`src/rtl/alu_ctrl_pkg.sv`:
```
// Shared types and constants for the ALU control-step sequencer.
// Holds the state enum, opcode constants, IR field positions and the opcode legality check.
// Optional feature macro: MULDIV_HILO_EN adds the MUL/DIV path and state T6.
package alu_ctrl_pkg;

   localparam int OPC_W  = 5;
   localparam int OPC_MSB = 31;
   localparam int OPC_LSB = 27;
   localparam int RA_MSB  = 26;
   localparam int RA_LSB  = 23;
   localparam int RB_MSB  = 22;
   localparam int RB_LSB  = 19;
   localparam int RC_MSB  = 18;
   localparam int RC_LSB  = 15;

   localparam logic [OPC_W-1:0] OP_ADD = 5'd3;
   localparam logic [OPC_W-1:0] OP_SUB = 5'd4;
   localparam logic [OPC_W-1:0] OP_SHR = 5'd5;
   localparam logic [OPC_W-1:0] OP_SHL = 5'd6;
   localparam logic [OPC_W-1:0] OP_ROR = 5'd7;
   localparam logic [OPC_W-1:0] OP_ROL = 5'd8;
   localparam logic [OPC_W-1:0] OP_AND = 5'd9;
   localparam logic [OPC_W-1:0] OP_OR  = 5'd10;
   localparam logic [OPC_W-1:0] OP_NEG = 5'd11;
   localparam logic [OPC_W-1:0] OP_NOT = 5'd12;
   localparam logic [OPC_W-1:0] OP_MUL = 5'd13;
   localparam logic [OPC_W-1:0] OP_DIV = 5'd14;

   typedef enum logic [2:0] {
      S_IDLE,
      S_T0,
      S_T1,
      S_T2,
      S_T3,
      S_T4,
`ifdef MULDIV_HILO_EN
      S_T5,
      S_T6
`else
      S_T5
`endif
   } state_t;

   function automatic logic is_muldiv(input logic [OPC_W-1:0] op);
      return (op == OP_MUL) || (op == OP_DIV);
   endfunction

   function automatic logic is_alu_op(input logic [OPC_W-1:0] op);
`ifdef MULDIV_HILO_EN
      return ((op >= OP_ADD) && (op <= OP_NOT)) || is_muldiv(op);
`else
      return (op >= OP_ADD) && (op <= OP_NOT);
`endif
   endfunction

endpackage

```
`src/rtl/alu_ctrl_sequencer_dec.sv`:
```
// Binary register select to one-hot register strobe vector.
// Ports: i_sel (REG_SEL_W) register number, o_onehot (NUM_REGS) one-hot result.
module reg_onehot_dec #(
   parameter int NUM_REGS  = 16,
   parameter int REG_SEL_W = 4
) (
   input  logic [REG_SEL_W-1:0] i_sel,
   output logic [NUM_REGS-1:0]  o_onehot
);

   always_comb begin
      o_onehot        = '0;
      o_onehot[i_sel] = 1'b1;
   end

endmodule

```
`src/rtl/alu_ctrl_sequencer.sv`:
```
// Hardwired control-step sequencer: fetch T0-T2, then Rb->Y, Rc op Y->Z, Z->Ra.
// Ports: i_clk, i_rst (sync, high), i_start, i_mem_ready, i_ir_data; bus/load strobes,
//   o_rout/o_rin one-hot, o_alu_sel, o_busy, o_done, o_illegal_op (all registered).
// Optional feature macro: MULDIV_HILO_EN (MUL/DIV legal, LO in T5, HI in T6).
module alu_ctrl_sequencer #(
   parameter int DATA_W    = 32,
   parameter int NUM_REGS  = 16,
   parameter int REG_SEL_W = 4,
   parameter int OPCODE_W  = 5
) (
   input  logic                 i_clk,
   input  logic                 i_rst,
   input  logic                 i_start,
   input  logic                 i_mem_ready,
   input  logic [DATA_W-1:0]    i_ir_data,
   output logic                 o_pc_out,
   output logic                 o_mar_in,
   output logic                 o_inc_pc,
   output logic                 o_pc_in,
   output logic                 o_read,
   output logic                 o_mdr_in,
   output logic                 o_mdr_out,
   output logic                 o_ir_in,
   output logic                 o_y_in,
   output logic                 o_z_in,
   output logic                 o_zlow_out,
   output logic                 o_zhigh_out,
   output logic                 o_hi_in,
   output logic                 o_lo_in,
   output logic [NUM_REGS-1:0]  o_rout,
   output logic [NUM_REGS-1:0]  o_rin,
   output logic [OPCODE_W-1:0]  o_alu_sel,
   output logic                 o_busy,
   output logic                 o_done,
   output logic                 o_illegal_op
);
   import alu_ctrl_pkg::*;

   state_t                r_state;
   logic                  r_pc_out, r_mar_in, r_inc_pc, r_pc_in;
   logic                  r_read, r_mdr_in, r_mdr_out, r_ir_in;
   logic                  r_y_in, r_z_in, r_zlow_out;
   logic [NUM_REGS-1:0]   r_rout, r_rin;
   logic [OPCODE_W-1:0]   r_alu_sel;
   logic                  r_busy, r_done, r_illegal;

   logic [OPCODE_W-1:0]   w_opcode;
   logic [REG_SEL_W-1:0]  w_ra, w_rb, w_rc, w_rout_sel;
   logic [NUM_REGS-1:0]   w_rout_oh, w_rin_oh;
   logic                  w_legal;
   logic                  w_unused_ir;

   assign w_opcode    = i_ir_data[OPC_MSB:OPC_LSB];
   assign w_ra        = i_ir_data[RA_MSB:RA_LSB];
   assign w_rb        = i_ir_data[RB_MSB:RB_LSB];
   assign w_rc        = i_ir_data[RC_MSB:RC_LSB];
   assign w_legal     = is_alu_op(w_opcode);
   assign w_unused_ir = ^i_ir_data[RC_LSB-1:0];

   // Leaving T2 loads Rb for T3; leaving T3 loads Rc for T4.
   assign w_rout_sel = (r_state == S_T2) ? w_rb : w_rc;

   reg_onehot_dec #(.NUM_REGS(NUM_REGS), .REG_SEL_W(REG_SEL_W)) u_rout_dec (
      .i_sel    (w_rout_sel),
      .o_onehot (w_rout_oh)
   );

   reg_onehot_dec #(.NUM_REGS(NUM_REGS), .REG_SEL_W(REG_SEL_W)) u_rin_dec (
      .i_sel    (w_ra),
      .o_onehot (w_rin_oh)
   );

`ifdef MULDIV_HILO_EN
   logic r_zhigh_out, r_hi_in, r_lo_in;
   logic w_muldiv;
   assign w_muldiv = is_muldiv(w_opcode);
`endif

   // Outputs are loaded with the decode of the state being entered.
   // In T1, r_pc_in doubles as the "memory ready, last T1 cycle" flag.
   always_ff @(posedge i_clk) begin
      r_pc_out   <= 1'b0;
      r_mar_in   <= 1'b0;
      r_inc_pc   <= 1'b0;
      r_pc_in    <= 1'b0;
      r_read     <= 1'b0;
      r_mdr_in   <= 1'b0;
      r_mdr_out  <= 1'b0;
      r_ir_in    <= 1'b0;
      r_y_in     <= 1'b0;
      r_z_in     <= 1'b0;
      r_zlow_out <= 1'b0;
      r_rout     <= '0;
      r_rin      <= '0;
      r_alu_sel  <= '0;
      r_busy     <= 1'b0;
      r_done     <= 1'b0;
      r_illegal  <= 1'b0;
`ifdef MULDIV_HILO_EN
      r_zhigh_out <= 1'b0;
      r_hi_in     <= 1'b0;
      r_lo_in     <= 1'b0;
`endif
      if (i_rst) begin
         r_state <= S_IDLE;
      end else begin
         unique case (r_state)
            S_IDLE: begin
               if (i_start) begin
                  r_state  <= S_T0;
                  r_busy   <= 1'b1;
                  r_pc_out <= 1'b1;
                  r_mar_in <= 1'b1;
                  r_inc_pc <= 1'b1;
                  r_z_in   <= 1'b1;
               end
            end
            S_T0, S_T1: begin
               if ((r_state == S_T1) && r_pc_in) begin
                  r_state   <= S_T2;
                  r_busy    <= 1'b1;
                  r_mdr_out <= 1'b1;
                  r_ir_in   <= 1'b1;
               end else begin
                  r_state    <= S_T1;
                  r_busy     <= 1'b1;
                  r_zlow_out <= 1'b1;
                  r_read     <= 1'b1;
                  r_mdr_in   <= 1'b1;
                  r_pc_in    <= i_mem_ready;
               end
            end
            S_T2: begin
               r_state <= S_T3;
               r_busy  <= 1'b1;
               if (w_legal) begin
                  r_rout <= w_rout_oh;
                  r_y_in <= 1'b1;
               end else begin
                  r_illegal <= 1'b1;
               end
            end
            S_T3: begin
               if (w_legal) begin
                  r_state   <= S_T4;
                  r_busy    <= 1'b1;
                  r_rout    <= w_rout_oh;
                  r_z_in    <= 1'b1;
                  r_alu_sel <= w_opcode;
               end else begin
                  r_state <= S_IDLE;
               end
            end
            S_T4: begin
               r_state    <= S_T5;
               r_busy     <= 1'b1;
               r_zlow_out <= 1'b1;
`ifdef MULDIV_HILO_EN
               if (w_muldiv) begin
                  r_lo_in <= 1'b1;
               end else begin
                  r_rin  <= w_rin_oh;
                  r_done <= 1'b1;
               end
`else
               r_rin  <= w_rin_oh;
               r_done <= 1'b1;
`endif
            end
`ifdef MULDIV_HILO_EN
            S_T5: begin
               if (w_muldiv) begin
                  r_state     <= S_T6;
                  r_busy      <= 1'b1;
                  r_zhigh_out <= 1'b1;
                  r_hi_in     <= 1'b1;
                  r_done      <= 1'b1;
               end else begin
                  r_state <= S_IDLE;
               end
            end
            S_T6: r_state <= S_IDLE;
`else
            S_T5: r_state <= S_IDLE;
`endif
            default: r_state <= S_IDLE;
         endcase
      end
   end

   assign o_pc_out     = r_pc_out;
   assign o_mar_in     = r_mar_in;
   assign o_inc_pc     = r_inc_pc;
   assign o_pc_in      = r_pc_in;
   assign o_read       = r_read;
   assign o_mdr_in     = r_mdr_in;
   assign o_mdr_out    = r_mdr_out;
   assign o_ir_in      = r_ir_in;
   assign o_y_in       = r_y_in;
   assign o_z_in       = r_z_in;
   assign o_zlow_out   = r_zlow_out;
   assign o_rout       = r_rout;
   assign o_rin        = r_rin;
   assign o_alu_sel    = r_alu_sel;
   assign o_busy       = r_busy;
   assign o_done       = r_done;
   assign o_illegal_op = r_illegal;
`ifdef MULDIV_HILO_EN
   assign o_zhigh_out  = r_zhigh_out;
   assign o_hi_in      = r_hi_in;
   assign o_lo_in      = r_lo_in;
`else
   assign o_zhigh_out  = 1'b0;
   assign o_hi_in      = 1'b0;
   assign o_lo_in      = 1'b0;
`endif

endmodule

```
`config.mk`:
```
export PLATFORM = sky130hd
export DESIGN_NAME = alu_ctrl_sequencer
export DESIGN_NICKNAME = d
export VERILOG_FILES = /design/src/rtl/alu_ctrl_pkg.sv /design/src/rtl/alu_ctrl_sequencer_dec.sv /design/src/rtl/alu_ctrl_sequencer.sv
export SDC_FILE = /design/constraint.sdc
export NUM_CORES = 1
export LEC_CHECK = 0
export CAP_MARGIN = 20
export CORE_MARGIN = 2
export CORE_UTILIZATION = 35
export DETAILED_ROUTE_END_ITERATION = 6
export PLACE_DENSITY = 0.79
export SETUP_SLACK_MARGIN = 0.05
export SYNTH_ARGS = -nofsm -noshare
export SYNTH_HDL_FRONTEND = slang
export SYNTH_SLANG_ARGS = --single-unit
```
`constraint.sdc`:
```
create_clock -name i_clk -period 3.6 [get_ports i_clk]
set_input_delay 0.9 -clock i_clk [delete_from_list [all_inputs] [get_ports i_clk]]
set_output_delay 0.9 -clock i_clk [all_outputs]
set_load 0.01 [all_outputs]
```
==> flow_summary.yaml <==
logic_synthesis:
  yosysWarnings: 0
  synth.area.top_cells: "dfxtp_1 (59%), nor3_1 (6.2%), nor2_1 (4.2%), buf_4 (3.6%), mux2i_1 (2.4%)"
  synth.avg_cell_area_um2: 10.4
  syn-instance-count: 162
  syn-cell-area_um2: 1690
  ys_ff_latch: 50
  synth-async-reset-ratio: 0
  netlist.area_leader.share: 0.593
  yosys.area.top_type: "dfxtp_1"
  ys_seq_area_frac: 0.593
  synthDistinctLibCells: 36
  synth_ff_type: "dfxtp_1"
  synth_edf_count: 0
critical_path:
  setup.worst_path.start: "i_rst"
  start_kind: "input port"
  required_ps: 3820
  crit_fanout: 12
  critical_path_class: "input port to flop"
  path_buf_inv: 1
  cpLargestDelayFamily: "simple AND/OR/NAND/NOR gates"
  cp.arrival_ps: 2510
  crit_chain: "clkdlybuf4s50_1 -> nand4bb_1 -> or3_1 -> nor3_1"
  cp_slowest_cell: "clkdlybuf4s50_1"
  end_kind: "flop"
  slowest_delay_ps: 600
  timing.rr.start: "r_state[1]$_SDFFE_PP0P_"
run_status:
  outcome: "completed"
drt:
  drt-total-wl_um: 3460
  drtIter0Drc: 27
  dr.pass1.iters: 4
  routed_via_density: 4.74
  post_drt_wl_per_cell_um: 12.1
  vias: 1352
  ant_nets: 0
  drc: 0
global_route:
  use_met2: 0.229
  grt_usage: 0.127
  grt_pass1_wl_um: 5290
  use_met1: 0.136
  grt_max_degree: 17
  grt_use_met3: 0.0425
  grt_overflow: 0
  grt-busiest-layer: "met2"
  grt_pass1_vias: 1209
  antenna_found_initial: 0
pwr:
  p_int_uw: 743
  switchingPower_uw: 225
  comb_power_share: 0.090
  pwr-share-seq: 0.588
  finalPower_uw: 969
  p_leak_nw: 0.920
  clkPwrFrac: 0.321
  ir_drop_v: 0.000200
  sw_frac_of_total: 0.232
  p_per_area_nw_per_um2: 390
finish:
  layout_common_cells: "clkdlybuf4s50_1 (71), dfxtp_1 (50), nor3_1 (21)"
  drive_gt1_frac: 0.0476
  final_core_utilization: 0.529
  syn2layout_area_growth_pct: 47.0
  multi_input_area_um2: 606
  final_common_cell: "clkdlybuf4s50_1"
  register_area_um2: 1000
  nets: 267
  diodes: 0
  n_fill_cell: 446
floorplanning:
  rows: 25
  chipHeight_um: 73.5
  die_w_um: 73.5
  core_area_um2: 4690
  dieArea_um2: 5400
  initial_core_util: 0.360
  io_pins: 90
clock_tree:
  cts.sinks: 50
  root_buffer: "clkbuf_8"
  post-cts-setup-buffers: 0
  ctsHtreeMaxLevel: 2
  cts_buffer_depth: 2
  holdBufCountCts: 0
  clk_latency_ps: 290
  cts_tree: "built"
  cts_buffers: 5
  clk_pin_slew_worst_paths_ps: 90
  ctsResizeCount: 0
placement:
  hpwl_um: 2620
  place.gp.congestion: 0.774
  port_buffers: 71
sta:
  slew_headroom: 0.531
  finalSetupViolations: 0
  finClkSkew_ps: 5.95
  tightest_slew_ps: 703
  finalCriticalPeriod_ps: 2290
  whs_ps: 504
  hold_viol: 0
  rsz0062_at_grt: "false"
  max_freq_mhz: 437
  final.setup.tns_ps: 0
  maxSlewViolCount: 0
  period_share: 0.636
worst_hold_path:
  hold_start: "o_pc_in$_SDFF_PP0_"
  hp-class: "flop to flop"
flow_run:
  cap_violations: 0
[cell type report]
type	count	share of cell area
clock inverters	2	0.00605
inverters	4	0.00605
flip-flops and latches	50	0.403
repair buffers	71	0.286
clock buffers	5	0.0277
multi-input cells	99	0.244
well taps	54	0.0272
[sequential cells by signal (all words and copies together) (netlist names)]
| signal | count |
|---|---|
| o_rin | 16 |
| o_rout | 16 |
| o_alu_sel | 5 |
| r_state | 3 |
| o_busy | 1 |
| o_done | 1 |
| o_illegal_op | 1 |
| o_inc_pc | 1 |
| o_ir_in | 1 |
| o_mdr_in | 1 |
| o_pc_in | 1 |
| o_y_in | 1 |
| o_z_in | 1 |
| o_zlow_out | 1 |
[per-layer routing]
layer / up-vias / part of all wire
met5: - / 0
met4: 0 / 0.012
met3: 5 / 0.063
met2: 46 / 0.50
met1: 614 / 0.42
li1: 687 / -
[cell families after synthesis]
family | share of synthesized area
compound gates | 0.0482
mux | 0.0370
buf+inv | 0.0555
other cells | 0.00222
simple gates | 0.264
flops | 0.593
[Yosys cell counts (2+ instances only)]
cell	count
dfxtp_1	50
buf_2	3
nand2b_1	5
mux2_2	2
inv_1	3
mux2i_1	4
o2111ai_1	2
buf_4	8
nor3_1	21
or2_1	2
a211o_1	2
and2_1	4
nand2_1	5
nand3_1	2
nor2_1	19
nor4bb_1	2
and4b_1	2
nor2b_1	4
nand3b_1	5
[power by group through the flow]
stage	logic [mW]	clock network (mW)	registers, mW
detailed placement	0.0877	0	0.583
CTS	0.0880	0.320	0.570
global placement	0.0860	0	0.583
floorplan	0.0456	0	0.581
global route	0.0946	0.343	0.572
finish	0.0875	0.311	0.570
[final timing paths]
check,to,slack (ps),depth (start not counted)
worst max-delay path,o_rin[0]$_SDFF_PP0_,1310,4
worst min-delay path,o_ir_in$_SDFF_PP0_,500,2
worst max register to register,o_rout[12]$_SDFF_PP0_,1660,3
worst min register to register,o_ir_in$_SDFF_PP0_,500,2
[worst register-to-register path, delay by kind of cell (launching register included)]
| kind | cells | cell delay [ps] |
|---|---|---|
| flip-flops | 1 | 610 |
| multiplexers | 1 | 640 |
| AND/OR/NAND/NOR | 2 | 570 |
[per-stage QoR]
stage	instances	cell area [µm²]	setup WS (ps)
after floorplan	165	1700	1810
after global placement	278	2400	1050
after detailed placement	278	2400	1030
after CTS	285	2480	1330
after global routing	285	2480	1240
final	285	2480	1310
(Power assumes the default switching activity.)
